===== src/rtl/core_pkg.sv =====
// Shared core definitions for the fetch front end.
// Contents:
//   NOP_INSTR        - canonical RISC-V NOP (addi x0, x0, 0)
//   RESET_PC_DEFAULT - default first fetch address after reset
//   iq_entry_t       - one instruction-queue entry {instr, pc}
//   word_align()     - clear the two byte-offset bits of an address
package core_pkg;

  localparam logic [31:0] NOP_INSTR        = 32'h0000_0013;
  localparam logic [31:0] RESET_PC_DEFAULT = 32'h1000_0000;

  typedef struct packed {
    logic [31:0] instr;
    logic [31:0] pc;
  } iq_entry_t;

  function automatic logic [31:0] word_align(input logic [31:0] addr);
    return addr & 32'hFFFF_FFFC;
  endfunction

endpackage


===== src/rtl/sync_fifo.sv =====
// Synchronous FIFO, power-of-two depth, first-word-fall-through read.
// Ports:
//   clk, n_rst     - clock, asynchronous active-low reset
//   flush          - empty the FIFO this edge (wins over push)
//   push / wdata   - write request; accepted when not full or popping
//   pop            - remove head; ignored when empty
//   rdata          - current head entry
//   full / empty   - occupancy flags
//   count          - occupancy, 0..DEPTH
module sync_fifo #(
  parameter int WIDTH = 32,
  parameter int DEPTH = 2
) (
  input  logic                   clk,
  input  logic                   n_rst,
  input  logic                   flush,
  input  logic                   push,
  input  logic                   pop,
  input  logic [WIDTH-1:0]       wdata,
  output logic [WIDTH-1:0]       rdata,
  output logic                   full,
  output logic                   empty,
  output logic [$clog2(DEPTH):0] count
);

  localparam int            AW       = $clog2(DEPTH);
  localparam logic [AW-1:0] PTR_ONE  = AW'(1);
  localparam logic [AW:0]   CNT_ONE  = (AW+1)'(1);
  localparam logic [AW:0]   CNT_FULL = (AW+1)'(DEPTH);

  logic [WIDTH-1:0] mem_q [DEPTH];
  logic [WIDTH-1:0] mem_d [DEPTH];
  logic [AW-1:0]    wr_ptr_q, wr_ptr_d;
  logic [AW-1:0]    rd_ptr_q, rd_ptr_d;
  logic [AW:0]      count_q, count_d;
  logic             do_push_s, do_pop_s;

  assign empty     = (count_q == {(AW+1){1'b0}});
  assign full      = (count_q == CNT_FULL);
  assign count     = count_q;
  assign rdata     = mem_q[rd_ptr_q];
  assign do_pop_s  = pop && !empty;
  // A pop in the same cycle frees the slot, so a full FIFO still accepts.
  assign do_push_s = push && (!full || do_pop_s);

  // Next-state for storage, pointers and occupancy
  always_comb begin
    mem_d    = mem_q;
    wr_ptr_d = wr_ptr_q;
    rd_ptr_d = rd_ptr_q;
    count_d  = count_q;
    if (flush) begin
      wr_ptr_d = {AW{1'b0}};
      rd_ptr_d = {AW{1'b0}};
      count_d  = {(AW+1){1'b0}};
    end else begin
      if (do_push_s) begin
        mem_d[wr_ptr_q] = wdata;
        wr_ptr_d        = wr_ptr_q + PTR_ONE;
      end else begin
        wr_ptr_d = wr_ptr_q;
      end
      if (do_pop_s) begin
        rd_ptr_d = rd_ptr_q + PTR_ONE;
      end else begin
        rd_ptr_d = rd_ptr_q;
      end
      if (do_push_s && !do_pop_s) begin
        count_d = count_q + CNT_ONE;
      end else if (!do_push_s && do_pop_s) begin
        count_d = count_q - CNT_ONE;
      end else begin
        count_d = count_q;
      end
    end
  end

  // FIFO state registers
  always_ff @(posedge clk or negedge n_rst) begin
    if (!n_rst) begin
      for (int i = 0; i < DEPTH; i++) begin
        mem_q[i] <= {WIDTH{1'b0}};
      end
      wr_ptr_q <= {AW{1'b0}};
      rd_ptr_q <= {AW{1'b0}};
      count_q  <= {(AW+1){1'b0}};
    end else begin
      for (int i = 0; i < DEPTH; i++) begin
        mem_q[i] <= mem_d[i];
      end
      wr_ptr_q <= wr_ptr_d;
      rd_ptr_q <= rd_ptr_d;
      count_q  <= count_d;
    end
  end

endmodule


===== src/rtl/if_prefetch.sv =====
// Instruction fetch prefetcher: issues sequential word fetches, tags each
// response with its address, and queues {instr, pc} for the decode stage.
// Ports:
//   clk, n_rst                     - clock, asynchronous active-low reset
//   imem_req/imem_addr/imem_gnt    - fetch request handshake
//   imem_rvalid/imem_rdata         - in-order fetch responses
//   redirect/redirect_pc           - flush and restart at a new address
//   stall                          - decode not accepting this cycle
//   instr_valid/instr/instr_pc     - queue head (NOP and fetch PC when empty)
//   instr_pc_plus4                 - instr_pc + 4
module if_prefetch
  import core_pkg::*;
#(
  parameter logic [31:0] RESET_PC = RESET_PC_DEFAULT,
  parameter int          DEPTH    = 2
) (
  input  logic        clk,
  input  logic        n_rst,
  output logic        imem_req,
  output logic [31:0] imem_addr,
  input  logic        imem_gnt,
  input  logic        imem_rvalid,
  input  logic [31:0] imem_rdata,
  input  logic        redirect,
  input  logic [31:0] redirect_pc,
  input  logic        stall,
  output logic        instr_valid,
  output logic [31:0] instr,
  output logic [31:0] instr_pc,
  output logic [31:0] instr_pc_plus4
);

  localparam int            CW        = $clog2(DEPTH) + 1;
  localparam logic [CW:0]   SUM_LIMIT = (CW+1)'(DEPTH);
  localparam logic [CW-1:0] CNT_ONE   = CW'(1);
  localparam logic [CW-1:0] CNT_ZERO  = {CW{1'b0}};

  logic [31:0]   fpc_q, fpc_d;
  logic [CW-1:0] drop_q, drop_d;
  logic          started_q, started_d;

  logic [CW-1:0] outstanding_s;
  logic [CW-1:0] iq_count_s;
  logic [CW:0]   inflight_s;
  logic          af_full_s, af_empty_s, iq_full_s, iq_empty_s;
  logic [31:0]   rsp_pc_s;
  iq_entry_t     iq_wdata_s, iq_head_s;
  logic          fire_s, rsp_s, drop_active_s, iq_push_s, iq_pop_s;

  // The address FIFO holds one entry per granted-but-unanswered request, so
  // its occupancy is the outstanding-request count.
  assign inflight_s    = {1'b0, outstanding_s} + {1'b0, iq_count_s};
  assign imem_req      = started_q && !redirect && !af_full_s && (inflight_s < SUM_LIMIT);
  assign imem_addr     = fpc_q;
  assign fire_s        = imem_req && imem_gnt;
  // A response with no recorded request is ignored rather than corrupting state.
  assign rsp_s         = imem_rvalid && !af_empty_s;
  assign drop_active_s = (drop_q != CNT_ZERO);
  assign iq_push_s     = rsp_s && !drop_active_s && !redirect && (!iq_full_s || iq_pop_s);
  assign instr_valid   = !iq_empty_s;
  assign iq_pop_s      = instr_valid && !stall && !redirect;
  assign iq_wdata_s    = '{instr: imem_rdata, pc: rsp_pc_s};

  sync_fifo #(
    .WIDTH (32),
    .DEPTH (DEPTH)
  ) u_addr_fifo (
    .clk   (clk),
    .n_rst (n_rst),
    .flush (1'b0),
    .push  (fire_s),
    .pop   (rsp_s),
    .wdata (fpc_q),
    .rdata (rsp_pc_s),
    .full  (af_full_s),
    .empty (af_empty_s),
    .count (outstanding_s)
  );

  sync_fifo #(
    .WIDTH ($bits(iq_entry_t)),
    .DEPTH (DEPTH)
  ) u_instr_queue (
    .clk   (clk),
    .n_rst (n_rst),
    .flush (redirect),
    .push  (iq_push_s),
    .pop   (iq_pop_s),
    .wdata (iq_wdata_s),
    .rdata (iq_head_s),
    .full  (iq_full_s),
    .empty (iq_empty_s),
    .count (iq_count_s)
  );

  // Next fetch PC and drop count; a redirect marks every in-flight request
  // as stale except a response consumed (and discarded) this very cycle.
  always_comb begin
    fpc_d     = fpc_q;
    drop_d    = drop_q;
    started_d = 1'b1;
    if (redirect) begin
      fpc_d  = word_align(redirect_pc);
      drop_d = outstanding_s + (fire_s ? CNT_ONE : CNT_ZERO) - (rsp_s ? CNT_ONE : CNT_ZERO);
    end else begin
      if (fire_s) begin
        fpc_d = fpc_q + 32'd4;
      end else begin
        fpc_d = fpc_q;
      end
      if (rsp_s && drop_active_s) begin
        drop_d = drop_q - CNT_ONE;
      end else begin
        drop_d = drop_q;
      end
    end
  end

  // Control registers
  always_ff @(posedge clk or negedge n_rst) begin
    if (!n_rst) begin
      fpc_q     <= RESET_PC;
      drop_q    <= CNT_ZERO;
      started_q <= 1'b0;
    end else begin
      fpc_q     <= fpc_d;
      drop_q    <= drop_d;
      started_q <= started_d;
    end
  end

  // Decode-side view: queue head, or a NOP at the fetch PC when empty
  always_comb begin
    instr    = NOP_INSTR;
    instr_pc = fpc_q;
    if (instr_valid) begin
      instr    = iq_head_s.instr;
      instr_pc = iq_head_s.pc;
    end else begin
      instr    = NOP_INSTR;
      instr_pc = fpc_q;
    end
  end

  assign instr_pc_plus4 = instr_pc + 32'd4;

endmodule


===== config.mk =====
export PLATFORM = sky130hd
export DESIGN_NAME = if_prefetch
export DESIGN_NICKNAME = d
export VERILOG_FILES = /design/src/rtl/core_pkg.sv /design/src/rtl/sync_fifo.sv /design/src/rtl/if_prefetch.sv
export SDC_FILE = /design/constraint.sdc
export NUM_CORES = 1
export LEC_CHECK = 0
export ABC_AREA = 1
export BUFFER_PORTS_ARGS = -buffer_cell sky130_fd_sc_hd__buf_2
export CORE_MARGIN = 3
export CORE_UTILIZATION = 40
export CTS_BUF_LIST = sky130_fd_sc_hd__clkbuf_4 sky130_fd_sc_hd__clkbuf_8 sky130_fd_sc_hd__clkbuf_16
export CTS_CLUSTER_DIAMETER = 200
export DETAILED_ROUTE_END_ITERATION = 6
export PLACE_DENSITY = 0.72
export SLEW_MARGIN = 20
export SYNTH_ARGS = -nofsm -noshare
export SYNTH_HDL_FRONTEND = slang
export SYNTH_SLANG_ARGS = --single-unit

===== constraint.sdc =====
create_clock -name clk -period 5.9 [get_ports clk]
set_input_delay 1.18 -clock clk [delete_from_list [all_inputs] [get_ports clk]]
set_output_delay 1.18 -clock clk [all_outputs]
set_load 0.02 [all_outputs]

==> results.py, run 1 <==
metrics = {
    "status": {
        "status": "finished clean",
    },
    "sta": {
        "post-route-min-period_ps": 4893,
        "setup_viol": 0,
        "period_share": 0.8294,
        "tightestPinTransition_ps": 1058,
        "maxSlewHeadroom": 0.2946,
        "max_freq_mhz": 204.4,
        "finalHoldWorstSlack_ps": 465.7,
        "setup-tns-final_ps": 0,
        "rsz0062_at_grt": "false",
        "hold_violations": 0,
        "finClkSkew_ps": 12.93,
        "finalMaxSlewViolations": 0,
    },
    "die": {
        "rows": 63,
        "ios": 200,
        "die_area_um2": 32950,
        "die_width_um": 181.5,
        "coreArea_um2": 30030,
        "start_util": 0.4103,
        "die_h_um": 181.5,
    },
    "clock_network": {
        "clk_latency_ps": 530,
        "cts_buffers": 26,
        "post_cts_resized": 0,
        "cts_tree": "done",
        "root_buffer": "clkbuf_16",
        "cts_max_path_buffers": 3,
        "clk_pin_slew_worst_paths_ps": 60,
        "cts-htree-levels": 1,
        "cts_setup_buffers": 0,
        "holdBufCountCts": 0,
        "clkSinkCount": 225,
    },
    "layout": {
        "nFillCells": 2957,
        "fin_cells": 2241,
        "area_growth_pct": 16.23,
        "antennaDiodeCount": 0,
        "fin_nets": 1909,
        "final_cell_area_um2": 14320,
        "layout-drive-gt1-share": 0.1653,
    },
    "grt": {
        "grt_pass1_vias": 11320,
        "grtUsageTotal": 0.2258,
        "antenna_found_initial": 0,
        "grt_overflow": 0,
        "grt_pass1_wl_um": 60800,
        "grt_max_degree": 115,
    },
    "drt": {
        "wl_per_cell_um": 16.89,
        "drtPass1Iterations": 5,
        "drt-vias-per-instance": 5.311,
        "drtAntennaViolNets": 0,
        "routed-via-count": 11900,
        "routed_wl_um": 37860,
        "drtIter0Drc": 1052,
        "route.detailed.drc": 0,
    },
    "worst_setup_path": {
        "cp.required_ps": 4720,
        "worstReg2RegStart": "u_instr_queue.count[1]",
        "crit_type": "flop to primary output",
        "crit_slowest_cell": "dfrtp_2",
        "startpoint": "u_instr_queue.rd_ptr_q",
        "cp.arrival_ps": 3710,
        "path_max_fanout": 31,
        "cp_cell_sequence": "inv_2 -> nand2_1 -> nand2_1 -> nand2_1 -> nand2_2 -> ha_1 -> nand3_2 -> nor2_1 -> xor2_1 -> buf_2",
        "startpoint_type": "flop",
        "cpMostUsedCell": "nand2_1",
        "rrSetupSlack_ps": 2560,
        "cp-end-kind": "primary output",
        "critPathMaxStageDelay_ps": 610,
    },
    "logic_synthesis": {
        "ys_ff_latch": 225,
        "ys_seq_area_frac": 0.4570,
        "yosysTopAreaCell": "dfrtp_1",
        "synth.most_common_cell": "nand2_1",
        "yosysWarnings": 0,
        "synth.avg_cell_area_um2": 7.313,
        "synth_top_area_share": 0.4549,
        "ys_top_cells_by_area": "dfrtp_1 (45%), nand2_1 (21%), nor2_1 (4.8%), o21ai_0 (4.8%), inv_1 (3.5%)",
        "postSynthCellCount": 1685,
        "yosys.cell_types.count": 31,
        "ys_top_cells_by_count": "nand2_1 (684), dfrtp_1 (224), nor2_1 (159), o21ai_0 (119), inv_1 (115)",
        "synth_edf_count": 0,
        "synth_area_um2": 12320,
        "synthFlopType": "dfrtp_1",
        "async_flop_share": 1.000,
    },
    "place": {
        "placed_area_um2": 13390,
        "gp_congestion": 0.9900,
        "placed_cells": 2194,
        "io_buffer_count": 191,
        "place_hpwl_um": 26380,
    },
    "hold_path": {
        "hp-class": "flop to flop",
        "min_from": "u_instr_queue.mem_q[114]",
    },
    "power": {
        "ir_drop_v": 0.0002428,
        "powerDensity_nw_per_um2": 572.9,
        "total_power_w": 0.008205,
        "p_leak_nw": 7.252,
    },
    "flow_run": {
        "drv_cap": 0,
    },
}
layout make-up:
cell class              instances  area (um^2)  share of cell area
clock inverters                 8        125.1            0.008737
flip-flops and latches        225         5633              0.3933
clock buffers                  39        803.3             0.05609
multi-input cells            1257         5744              0.4011
well taps                     390        488.0             0.03407
repair buffers                203         1069             0.07461
inverters                     119        459.2             0.03206
layout by cell type, fill, tap and decap left out, types with 11 or more instances in the layout:
master     count
buf_2        190
dfrtp_1      223
nor2_1       159
o211ai_1      16
buf_4         11
nor3_1        13
nand2_1      684
clkbuf_16     27
a31oi_1       60
o21ai_0      119
xor2_1        40
inv_1        115
o21ai_2       31
nand3_1       55
a21oi_1       36
per-layer routing:
metal  GRT usage  vias up  share of wire  routed length (um)
met3     0.04447       90          0.096                3645
met1      0.3129     5586           0.42               16000
met4     0.08135        0          0.036                1346
met5           0        -              0                   0
li1            -     5654              -                   -
met2      0.3535      572           0.45               16860
where the power goes:
group | internal [W] | leakage [nW] | switching, W
registers | 0.00217 | 2.76 | 0.000401
clock network | 0.00107 | 0.450 | 0.000652
logic | 0.00114 | 4.04 | 0.00277
total | 0.00438 | 7.25 | 0.00382
worst paths after layout:
path / to / cells past startpoint
min in group asynchronous: u_instr_queue.mem_q[45] / 1
max in group asynchronous: u_instr_queue.mem_q[19] / 2
worst max-delay path: instr_pc_plus4[10] / 10
worst min register to register: u_instr_queue.mem_q[114] / 2
worst min-delay path: u_instr_queue.mem_q[114] / 2
worst max register to register: u_instr_queue.mem_q[85] / 9
registers in the layout, summed over array words and instances, names as in the netlist:
signal,cells
u_instr_queue.mem_q,124
u_addr_fifo.mem_q,60
imem_addr,30
drop_q,2
u_addr_fifo.count,2
u_instr_queue.count,2
started_q,1
u_addr_fifo.rd_ptr_q,1
u_addr_fifo.wr_ptr_q,1
u_instr_queue.rd_ptr_q,1
u_instr_queue.wr_ptr_q,1
per-stage QoR:
step	setup WS, ps	utilization
final	1007	0.4769
after detailed placement	1655	0.4459
after CTS	1060	0.4769
after global placement	1646	0.4459
after global routing	855.3	0.4769
after floorplan	2523	-
kinds of logic (layout without fill, tap and decap cells):
family                     count (synthesis)  count (layout)  synth area share
and+or+nand+nor                          939             939            0.3005
AOI/OAI and AO/OA                        262             262            0.1252
DFF                                      225             225            0.4570
buffers and inverters                    208             369           0.07910
xor gates and xnor gates                  42              42           0.02985
adders and majority gates                  7               7          0.007717
other                                      2               7         0.0006095
worst max-delay path, delay by kind of cell, from the launching register on:
kind / cells / cell delay (ps)
buf+inv: 2 / 820
simple gates: 6 / 1010
fa+ha+maj: 1 / 360
flops: 1 / 610
xor+xnor: 1 / 360
Power figures use the tool's default switching activity.
==> run 2: changes to the inputs <==
==> constraint.sdc (replaced) <==
create_clock -name clk -period 5.08 [get_ports clk]
set_input_delay 1.016 -clock clk [delete_from_list [all_inputs] [get_ports clk]]
set_output_delay 1.016 -clock clk [all_outputs]
set_load 0.02 [all_outputs]
==> results.py, run 2 (synthesis results as in run 1) <==
metrics = {
    "sta": {
        "period_share": 0.9009,
        "rsz0062_at_grt": "false",
        "hold_violations": 0,
        "max_freq_mhz": 218.5,
        "finalMaxSlewViolations": 0,
        "setup-tns-final_ps": 0,
        "tightestPinTransition_ps": 1048,
        "finClkSkew_ps": 15.52,
        "maxSlewHeadroom": 0.3014,
        "setup_viol": 0,
        "post-route-min-period_ps": 4577,
    },
    "layout": {
        "largest_register_ffs": 124,
        "layout-drive-gt1-share": 0.1667,
        "area_growth_pct": 16.51,
        "antennaDiodeCount": 0,
        "final_common_cell": "nand2_1",
        "final_core_util": 0.4780,
        "regMostFlops": "u_instr_queue.mem_q",
        "fin_nets": 1914,
        "final_cell_mix": "nand2_1 (684), dfrtp_1 (223), buf_2 (190)",
        "fin_cells": 2244,
    },
    "die": {
        "start_util": 0.4103,
        "die_width_um": 181.5,
        "rows": 63,
        "coreArea_um2": 30030,
        "die_h_um": 181.5,
        "ios": 200,
        "die_area_um2": 32950,
    },
    "grt": {
        "antenna_found_initial": 0,
        "grt_pass1_wl_um": 60670,
        "grtUsageTotal": 0.2260,
        "grt_max_degree": 162,
        "grt_overflow": 0,
        "grt_pass1_vias": 11570,
    },
    "worst_setup_path": {
        "worst-path-buf-inv": 4,
        "cp.required_ps": 4060,
        "startpoint_type": "flop",
        "crit_slowest_cell": "buf_4",
        "critPathMaxStageDelay_ps": 520,
        "cp-end-kind": "primary output",
        "cp.arrival_ps": 3560,
        "cpMostUsedCell": "nand2_1",
        "path_max_fanout": 44,
        "rrSetupSlack_ps": 1680,
        "path_delay_family": "buffers and inverters",
        "cp_cell_sequence": "inv_1 -> nand2_2 -> buf_4 -> buf_4 -> nand2_1 -> nand2_1 -> nand2_1 -> nor2_1 -> nand2_1 -> nor2_2 -> xor2_1 -> buf_2",
        "crit_type": "flop to primary output",
    },
    "power": {
        "total_power_w": 0.009555,
        "powerDensity_nw_per_um2": 665.6,
        "ir_drop_v": 0.0002944,
        "p_leak_nw": 7.284,
    },
    "clock_network": {
        "root_buffer": "clkbuf_16",
        "cts_max_path_buffers": 3,
        "clk_latency_ps": 540,
        "cts_tree": "done",
        "post_cts_resized": 0,
        "cts_buffers": 26,
        "clk_pin_slew_worst_paths_ps": 60,
        "clkSinkCount": 225,
        "holdBufCountCts": 0,
        "cts-htree-levels": 1,
        "cts_setup_buffers": 0,
    },
    "drt": {
        "drt-vias-per-instance": 5.241,
        "routed-via-count": 11760,
        "drtAntennaViolNets": 0,
        "drtIter0Drc": 959,
        "drtPass1Iterations": 7,
        "wl_per_cell_um": 17.01,
        "routed_wl_um": 38180,
        "route.detailed.drc": 0,
    },
    "status": {
        "status": "finished clean",
    },
    "place": {
        "io_buffer_count": 191,
        "place_hpwl_um": 26690,
        "gp_congestion": 0.9674,
        "placed_cells": 2199,
    },
    "flow_run": {
        "drv_cap": 0,
    },
    "hold_path": {
        "hp-class": "input pin to asynchronous set/reset pin",
    },
}
## run 2: cell type report
| cell class | instances | area, um^2 |
|---|---|---|
| clock inverters | 5 | 102.6 |
| repair buffers | 208 | 1119 |
| multi-input cells | 1257 | 5744 |
| well taps | 390 | 488.0 |
| inverters | 119 | 459.2 |
| clock buffers | 40 | 810.8 |
| fillers | 2919 | 15680 |
| flip-flops and latches | 225 | 5633 |
## run 2: power by group
part	switching, W	internal, W
clock	0.000745	0.00124
combinational	0.00325	0.00134
sequential	0.000452	0.00253
## run 2: path summary, 6_finish.rpt
kind	cells past startpoint	endpoint	startpoint
max in group asynchronous	2	u_instr_queue.mem_q[91]	n_rst
worst min register to register	2	u_instr_queue.mem_q[115]	u_instr_queue.mem_q[115]
worst max register to register	11	u_instr_queue.mem_q[73]	u_instr_queue.count[1]
min in group clk	2	u_instr_queue.mem_q[115]	u_instr_queue.mem_q[115]
worst min-delay path	1	u_instr_queue.mem_q[107]	n_rst
worst max-delay path	12	instr_pc_plus4[11]	u_instr_queue.count[1]
## run 2: through the flow
step	area [um^2]	setup WS, ps	hold slack [ps]
5_1_grt	14360	196.9	453.3
2_1_floorplan	12340	1867	436.6
3_5_place_dp	13440	1038	453.0
3_3_place_gp	13440	1087	447.2
6_report	14360	503.4	431.6
4_1_cts	14360	455.1	443.0
## run 2: worst reg2reg max path: cells and delay by family, from the launching register on
kind	cells	cell delay [ps]
compound gates	1	190
flops	1	430
buf+inv	4	1800
simple gates	6	890
## run 2: routing by layer
| layer | track usage | part of all wire | vias to the layer above |
|---|---|---|---|
| met2 | 0.3611 | 0.45 | 594 |
| met3 | 0.05068 | 0.098 | 104 |
| li1 | - | - | 5658 |
| met4 | 0.09232 | 0.040 | 0 |
| met1 | 0.2982 | 0.41 | 5404 |
| met5 | 0 | 0 | - |
==> run 3: changes to the inputs <==
--- a/config.mk
+++ b/config.mk
@@ -7,7 +7,7 @@
 export LEC_CHECK = 0
 export ABC_AREA = 1
 export BUFFER_PORTS_ARGS = -buffer_cell sky130_fd_sc_hd__buf_2
-export CORE_MARGIN = 3
+export CORE_MARGIN = 4
 export CORE_UTILIZATION = 40
 export CTS_BUF_LIST = sky130_fd_sc_hd__clkbuf_4 sky130_fd_sc_hd__clkbuf_8 sky130_fd_sc_hd__clkbuf_16
 export CTS_CLUSTER_DIAMETER = 200
==> results.py, run 3 (synthesis results as in run 1) <==
metrics = {
    "sta": {
        "finalHoldWorstSlack_ps": 465.8,
        "setup_viol": 0,
        "hold_violations": 0,
        "finalMaxSlewViolations": 0,
        "tightestPinTransition_ps": 1035,
        "rsz0062_at_grt": "false",
        "setup-tns-final_ps": 0,
        "max_freq_mhz": 218.8,
        "finClkSkew_ps": 12.78,
        "period_share": 0.8999,
        "maxSlewHeadroom": 0.3091,
        "post-route-min-period_ps": 4571,
    },
    "worst_setup_path": {
        "crit_type": "flop to primary output",
        "rrSetupSlack_ps": 1990,
        "path_max_fanout": 83,
        "cp.arrival_ps": 3560,
        "worstReg2RegStart": "u_instr_queue.count[1]",
        "critPathMaxStageDelay_ps": 650,
        "cp_cell_sequence": "inv_1 -> nand2_2 -> buf_4 -> nand2_1 -> nand2_2 -> ha_1 -> buf_4 -> nand3_2 -> nor2_1 -> xor2_1 -> buf_2",
        "startpoint_type": "flop",
        "crit_slowest_cell": "buf_4",
        "reg2reg_depth": 9,
        "cp.required_ps": 4060,
        "reg2reg_to": "u_instr_queue.mem_q[77]",
        "cp-end-kind": "primary output",
    },
    "place": {
        "gp_congestion": 0.9707,
        "io_buffer_count": 191,
        "placed_area_um2": 13430,
        "placed_cells": 2197,
        "place_hpwl_um": 26090,
    },
    "drt": {
        "routed_wl_um": 37660,
        "drt-vias-per-instance": 5.198,
        "drtIter0Drc": 1094,
        "routed-via-count": 11660,
        "drtPass1Iterations": 5,
        "route.detailed.drc": 0,
        "wl_per_cell_um": 16.78,
        "drtAntennaViolNets": 0,
    },
    "die": {
        "die_width_um": 183.5,
        "die_area_um2": 33680,
        "ios": 200,
        "start_util": 0.4103,
        "rows": 63,
        "coreArea_um2": 30030,
        "die_h_um": 183.5,
    },
    "clock_network": {
        "cts_max_path_buffers": 3,
        "cts_tree": "done",
        "clk_pin_slew_worst_paths_ps": 60,
        "clk_latency_ps": 540,
        "cts-htree-levels": 1,
        "holdBufCountCts": 0,
        "root_buffer": "clkbuf_16",
        "post_cts_resized": 0,
        "cts_setup_buffers": 0,
        "cts_buffers": 27,
        "clkSinkCount": 225,
    },
    "power": {
        "p_leak_nw": 7.292,
        "ir_drop_v": 0.0002780,
        "powerDensity_nw_per_um2": 665.5,
    },
    "layout": {
        "area_growth_pct": 16.59,
        "fin_nets": 1913,
        "fin_cells": 2244,
        "regMostFlops": "u_instr_queue.mem_q",
        "antennaDiodeCount": 0,
        "layout-drive-gt1-share": 0.1667,
        "final_common_cell": "nand2_1",
        "final_cell_mix": "nand2_1 (684), dfrtp_1 (223), buf_2 (190)",
        "final_cell_area_um2": 14370,
        "largest_register_ffs": 124,
    },
    "grt": {
        "antenna_found_initial": 0,
        "grtUsageTotal": 0.2182,
        "grt_max_degree": 124,
        "grt_pass1_wl_um": 59480,
        "grt_pass1_vias": 11040,
        "grt_overflow": 0,
    },
    "status": {
        "status": "finished clean",
    },
    "hold_path": {
        "whs_endpoint": "u_instr_queue.mem_q[116]",
        "min_from": "u_instr_queue.mem_q[116]",
        "hp-class": "flop to flop",
        "min_path_cells": 2,
    },
    "flow_run": {
        "drv_cap": 0,
    },
}
## run 3: layout make-up
type / count / area [um^2]
Clock buffer: 38 / 808.3
Clock inverter: 9 / 130.1
Fill cell: 2996 / 15670
Inverter: 119 / 459.2
Multi-Input combinational cell: 1257 / 5744
Sequential cell: 225 / 5633
Tap cell: 390 / 488.0
Timing Repair Buffer: 206 / 1104
## run 3: power breakdown
part	leakage, nW	switching [W]	internal, W	total, W
clock	0.467	0.000764	0.00125	0.00202
combinational	4.06	0.00323	0.00134	0.00457
sequential	2.76	0.000446	0.00253	0.00297
## run 3: critical path: cells and delay by family, from the launching register on
| family | cells | cell delay (ps) |
|---|---|---|
| xor+xnor | 1 | 340 |
| fa+ha+maj | 1 | 180 |
| buf+inv | 4 | 1120 |
| flops | 1 | 410 |
| simple gates | 5 | 940 |
## run 3: routing by layer
metal	part of all wire	global-route usage	vias to the layer above
li1	-	-	5651
met1	0.43	0.3026	5443
met2	0.44	0.3415	490
met3	0.092	0.04769	80
met4	0.033	0.07151	0
met5	0	0	-
## run 3: metrics by stage
stage | utilization | setup slack [ps] | power (W)
after floorplan | - | 1867 | 0.006019
final | 0.4784 | 508.6 | 0.009560
after detailed placement | 0.4471 | 1087 | 0.007523
after CTS | 0.4784 | 483.7 | 0.009582
after global placement | 0.4471 | 1110 | 0.007430
after global routing | 0.4784 | 260.6 | 0.01023
## run 3: worst max-delay path by stage
stage / from / end / depth (start not counted)
after global placement: u_instr_queue.count[1] / instr_pc_plus4[8] / 11
after global routing: u_instr_queue.count[1] / instr_pc_plus4[8] / 11
after floorplan: u_instr_queue.count[1] / instr_pc_plus4[18] / 11
after detailed placement: u_instr_queue.count[1] / instr_pc_plus4[8] / 11
after CTS: u_instr_queue.count[1] / instr_pc_plus4[8] / 11
final: u_instr_queue.count[1] / instr_pc_plus4[8] / 11
